`src/rtl/fifo_burst_reader.sv`:
```
// Drain-side burst reader for a FWFT FIFO. Pops fixed-length bursts onto a registered valid/ready stream.
// Optional idle-timeout auto-flush is compiled in with `define FIFO_BURST_READER_TIMEOUT_EN.
module fifo_burst_reader #(
  parameter int C_DATA_WIDTH     = 128,
  parameter int C_BURST_LEN      = 8,
  parameter int C_TIMEOUT_CYCLES = 256
) (
  input  logic                    clk,
  input  logic                    rst,
  input  logic [C_DATA_WIDTH-1:0] fifo_dataout,
  input  logic                    fifo_empty,
  input  logic [17:0]             fifo_count,
  output logic                    fifo_rden,
  input  logic                    flush,
  output logic                    m_valid,
  output logic [C_DATA_WIDTH-1:0] m_data,
  output logic                    m_last,
  input  logic                    m_ready,
  output logic                    burst_done,
  output logic                    busy
);

  // state     | meaning
  // IDLE      | waiting for a full burst or a pending flush
  // READ      | popping beats while beats_left != 0
  // LAST_WAIT | final beat registered, waiting for it to be accepted
  typedef enum logic [1:0] {IDLE, READ, LAST_WAIT} state_t;

  localparam logic [17:0] BURST_CNT   = 18'(C_BURST_LEN);
  localparam logic [15:0] BURST_BEATS = 16'(C_BURST_LEN);

  if (C_BURST_LEN < 1 || C_BURST_LEN > 65535) begin : g_bad_burst_len
    $error("C_BURST_LEN must be in 1..65535");
  end
  if (C_TIMEOUT_CYCLES < 1) begin : g_bad_timeout
    $error("C_TIMEOUT_CYCLES must be at least 1");
  end

  state_t      state, state_nxt;
  logic        flush_pend, flush_pend_nxt;
  logic [15:0] beats_left, beats_left_nxt;
  logic        pop;
  logic        last_accept;
  logic        timeout_hit;

`ifdef FIFO_BURST_READER_TIMEOUT_EN
  localparam logic [15:0] TIMEOUT_LAST = 16'(C_TIMEOUT_CYCLES - 1);
  logic [15:0] idle_cnt;
  logic        idle_run;

  assign idle_run = (state == IDLE) && (fifo_count != '0) && (fifo_count < BURST_CNT);

  // Saturates so a single timeout cannot re-fire before the flush burst launches.
  always_ff @(posedge clk) begin
    if (rst || !idle_run) idle_cnt <= '0;
    else if (idle_cnt != 16'hFFFF) idle_cnt <= idle_cnt + 16'd1;
  end

  assign timeout_hit = idle_run && (idle_cnt == TIMEOUT_LAST);
`else
  assign timeout_hit = 1'b0;
`endif

  assign pop = (state == READ) && (beats_left != '0) && !fifo_empty && (!m_valid || m_ready);
  assign fifo_rden   = pop;
  assign last_accept = (state == LAST_WAIT) && m_valid && m_ready && m_last;

  always_comb begin
    state_nxt      = state;
    flush_pend_nxt = flush_pend | flush | timeout_hit;
    beats_left_nxt = beats_left;
    case (state)
      IDLE: begin
        if (fifo_count >= BURST_CNT) begin
          state_nxt      = READ;
          beats_left_nxt = BURST_BEATS;
        end else if (flush_pend || flush) begin
          flush_pend_nxt = 1'b0;
          if (fifo_count != '0) begin
            state_nxt      = READ;
            beats_left_nxt = fifo_count[15:0];
          end
        end
      end
      READ: begin
        if (pop) begin
          beats_left_nxt = beats_left - 16'd1;
          if (beats_left == 16'd1) state_nxt = LAST_WAIT;
        end
      end
      LAST_WAIT: begin
        if (last_accept) state_nxt = IDLE;
      end
      default: state_nxt = IDLE;
    endcase
  end

  always_ff @(posedge clk) begin
    if (rst) begin
      state      <= IDLE;
      flush_pend <= 1'b0;
      beats_left <= '0;
      busy       <= 1'b0;
      burst_done <= 1'b0;
      m_valid    <= 1'b0;
      m_data     <= '0;
      m_last     <= 1'b0;
    end else begin
      state      <= state_nxt;
      flush_pend <= flush_pend_nxt;
      beats_left <= beats_left_nxt;
      busy       <= (state_nxt != IDLE);
      burst_done <= last_accept;
      if (pop) begin
        m_valid <= 1'b1;
        m_data  <= fifo_dataout;
        m_last  <= (beats_left == 16'd1);
      end else if (m_valid && m_ready) begin
        m_valid <= 1'b0;
        m_last  <= 1'b0;
      end
    end
  end

endmodule

```
`config.mk`:
```
export PLATFORM = sky130hd
export DESIGN_NAME = fifo_burst_reader
export DESIGN_NICKNAME = d
export VERILOG_FILES = /design/src/rtl/fifo_burst_reader.sv
export SDC_FILE = /design/constraint.sdc
export NUM_CORES = 1
export LEC_CHECK = 0
export CORE_ASPECT_RATIO = 0.9
export CORE_MARGIN = 1.5
export CORE_UTILIZATION = 40
export CTS_CLUSTER_DIAMETER = 40
export DETAILED_ROUTE_END_ITERATION = 7
export GPL_ROUTABILITY_DRIVEN = 0
export PLACE_DENSITY = 0.79
export SETUP_SLACK_MARGIN = 0.1
export SLEW_MARGIN = 40
export SYNTH_ARGS = -nofsm -noshare
export SYNTH_HDL_FRONTEND = slang
export SYNTH_SLANG_ARGS = --single-unit
```
`constraint.sdc`:
```
create_clock -name clk -period 6.55 [get_ports clk]
set_clock_uncertainty 0.05 [all_clocks]
set_input_delay 0.9825 -clock clk [delete_from_list [all_inputs] [get_ports clk]]
set_output_delay 0.9825 -clock clk [all_outputs]
set_load 0.005 [all_outputs]
```
==> impl_metrics.py <==
metrics = {
    "status": {
        "status": "completed",
    },
    "drt": {
        "vias": 5794,
        "drtAntennaViolNets": 0,
        "via_per_inst": 4.927,
        "drt_iter0_drc": 426,
        "drc_errors": 0,
        "drt_pre_antenna_iters": 5,
        "wl_mm": 17.91,
        "wire_per_inst_um": 15.23,
    },
    "cells_and_area": {
        "drive_gt1_share_pct": 4.781,
        "layout.cells.non_filler": 1176,
        "num_antenna_cells": 0,
        "fin_nets": 1124,
        "syn_to_final_growth_pct": 57.47,
        "post-route-util_pct": 65.14,
    },
    "setup_path": {
        "rr_worst_depth": 7,
        "reg2reg_slack_ns": 3.20,
        "cp.arrival_ns": 3.26,
        "crit_type": "in2out",
        "path_buf_inv": 3,
        "required_ns": 5.52,
        "crit_chain": "clkdlybuf4s50_1, nand2b_1, nand3b_1, or2_4, inv_4, clkdlybuf4s50_1",
        "start_kind": "input port",
        "cp_top_family": "buffers and inverters",
        "crit_path_end_kind": "primary output",
        "max_stage_delay_ns": 0.59,
        "cpMostUsedCell": "clkdlybuf4s50_1",
        "path_depth": 6,
        "critPathSlowestCell": "clkdlybuf4s50_1",
        "cp_max_fo": 42,
    },
    "grt": {
        "antenna_found_initial": 0,
        "met3_usage_pct": 7.364,
        "grt_busiest_layer": "met2",
        "gr-total-overflow": 0,
        "grt_pass1_vias": 5421,
        "grtUsageTotal_pct": 22.87,
        "grt_use_met1_pct": 27.78,
        "grt_pass1_wl_mm": 27.70,
        "grt_start_max_net_pins": 105,
        "use_met2_pct": 37.43,
    },
    "pwr": {
        "switching_share_pct": 25.98,
        "leakage_nw": 3.177,
        "switching_power_uw": 670.5,
        "pwr-share-clk_pct": 40.6,
        "finalPower_mw": 2.581,
        "p_seq_share_pct": 40.0,
        "p_int_mw": 1.911,
        "irDropWorstVdd_mv": 0.1821,
        "power_frac_comb_pct": 19.5,
        "powerDensity_mw_per_mm2": 279.9,
    },
    "synth": {
        "syn_nets": 872,
        "synth_area_leader_cell": "dfxtp_1",
        "yosys_warnings": 0,
        "synth_flop_cell": "dfxtp_1",
        "synth_top_cell_area_share_pct": 51.61,
        "async_reset_ff_share_pct": 0,
        "netlist_area_mm2": 0.005857,
        "syn_inst": 718,
        "synth.distinct_cells": 45,
        "ys_ff_latch": 151,
        "synth.area.top_cells": "dfxtp_1, nand2_1, a21oi_1",
        "synth_edf_count": 0,
        "synth_area_per_cell_um2": 8.157,
        "seq_area_frac_synth_pct": 51.61,
    },
    "clocking": {
        "numCtsBuffers": 17,
        "cts.path.max_buffers": 2,
        "cts_root_buf": "clkbuf_16",
        "cts_max_level": 4,
        "cts_sinks": 151,
        "cts_resized": 0,
        "cts_tree": "yes",
        "worst_skew_pair.late_latency_ns": 0.42,
        "postCtsHoldBufs": 0,
        "path_clk_slew_ns": 0.06,
        "post-cts-setup-buffers": 0,
    },
    "timing": {
        "slew_viol_final": 0,
        "slew_headroom_pct": 47.10,
        "rsz0062_at_grt": "no",
        "timing.final.ws_setup_ns": 2.257,
        "hold_viol": 0,
        "setup-violations-final": 0,
        "timing.final.crit_share_pct": 65.55,
        "tightest_slew_ns": 0.7936,
        "tns_ns": 0,
        "fmax_mhz": 232.9,
        "period_needed_ns": 4.293,
    },
    "placement": {
        "dpl_worst_slack_ns": 2.270,
        "numPortBuffers": 283,
        "place_hpwl_mm": 11.98,
        "dpl.cell_count": 1144,
    },
    "floorplanning": {
        "dieArea_mm2": 0.01538,
        "start_util_pct": 41.37,
        "core_mm2": 0.01416,
        "rows": 41,
        "io_pins": 284,
        "dieHeight_um": 117.8,
        "die_w_um": 130.6,
    },
    "worst_hold_path": {
        "hold_depth": 2,
        "holdCritPathClass": "reg2reg",
    },
    "flow_run": {
        "cap_violations": 0,
    },
}
==> state kept, by name, summed over array words and instances, names as in the netlist <==
signal,flops
m_data,128
flush_pend,1
beats_left,16
m_last,1
busy,1
m_valid,1
burst_done,1
state,2
==> power groups by stage <==
stage               clock, mW  sequential [mW]  combinational, mW
floorplan                   0             1.05              0.264
global placement            0             1.05              0.495
detailed placement          0             1.05              0.502
CTS                      1.06             1.03              0.505
global route             1.10             1.04              0.551
finish                   1.05             1.03              0.502
==> synth_stat cells (2+ instances only) <==
| library cell | count |
|---|---|
| o221a_1 | 2 |
| a31oi_1 | 8 |
| clkbuf_1 | 22 |
| a21oi_1 | 137 |
| buf_6 | 24 |
| o31ai_1 | 3 |
| a311oi_1 | 4 |
| nor4_1 | 9 |
| nor3_1 | 9 |
| nand3_1 | 7 |
| a211oi_1 | 4 |
| or3_1 | 4 |
| dfxtp_1 | 151 |
| nand3b_1 | 3 |
| nand2b_1 | 2 |
| o21a_1 | 2 |
| buf_2 | 6 |
| ha_1 | 3 |
| nand2_1 | 269 |
| inv_1 | 4 |
| o211ai_1 | 3 |
| nor2_1 | 11 |
| or4_1 | 5 |
| a311oi_2 | 2 |
| o21ai_0 | 4 |
==> worst reg2reg max path, delay by kind of cell, from the launching register on <==
kind / cells / cell delay [ns]
AOI/OAI and AO/OA: 1 / 0.29
and+or+nand+nor: 4 / 1.45
buffers and inverters: 2 / 1.04
DFF: 1 / 0.41
==> area by class of cell <==
type	instances	area, um^2
clock buffer	21	460.4
timing repair buffer	286	2864
fill	1205	4936
inverter	5	21.27
clock inverter	11	170.2
sequential	151	3023
tap	193	241.5
multi-input combinational	509	2442
==> path summary, 6_finish.rpt <==
kind / startpoint / to
worst max-delay path: m_ready / fifo_rden
worst min register to register: m_data[92] / m_data[92]
worst max register to register: state[0] / beats_left[2]
worst min-delay path: m_data[92] / m_data[92]
==> routing by layer <==
layer | vias to the layer above | part of all wire (%)
li1 | 2913 | -
met1 | 2659 | 42
met2 | 197 | 48
met3 | 25 | 8.3
met4 | 0 | 2.0
met5 | - | 0
==> per-stage QoR <==
stage / area (um^2) / hold slack (ns)
2_1_floorplan: 5857 / 0.4027
3_3_place_gp: 8566 / 0.3903
3_5_place_dp: 8586 / 0.3960
4_1_cts: 9216 / 0.4043
5_1_grt: 9223 / 0.4199
6_report: 9223 / 0.4004
==> cells by family after synthesis <==
logic type / Yosys count / share of synthesized area [%]
adders and majority gates: 3 / 0.6410
DFF: 151 / 51.61
buffers and inverters: 58 / 6.986
xor gates and xnor gates: 1 / 0.1496
AOI/OAI and AO/OA: 175 / 16.94
and+or+nand+nor: 330 / 23.67
==> placed cells by master, fill, tap and decap left out, types with 5 or more instances in the layout <==
master | synthesis | layout
nand3_1 | 7 | 7
a21oi_1 | 137 | 137
a31oi_1 | 8 | 8
or4_1 | 5 | 5
nor4_1 | 9 | 7
nor2_1 | 11 | 11
clkdlybuf4s50_1 | 0 | 282
nor3_1 | 9 | 9
dfxtp_1 | 151 | 151
nand2_1 | 269 | 269
clkbuf_16 | 0 | 17
No activity file was read; power rests on OpenSTA's default activity.
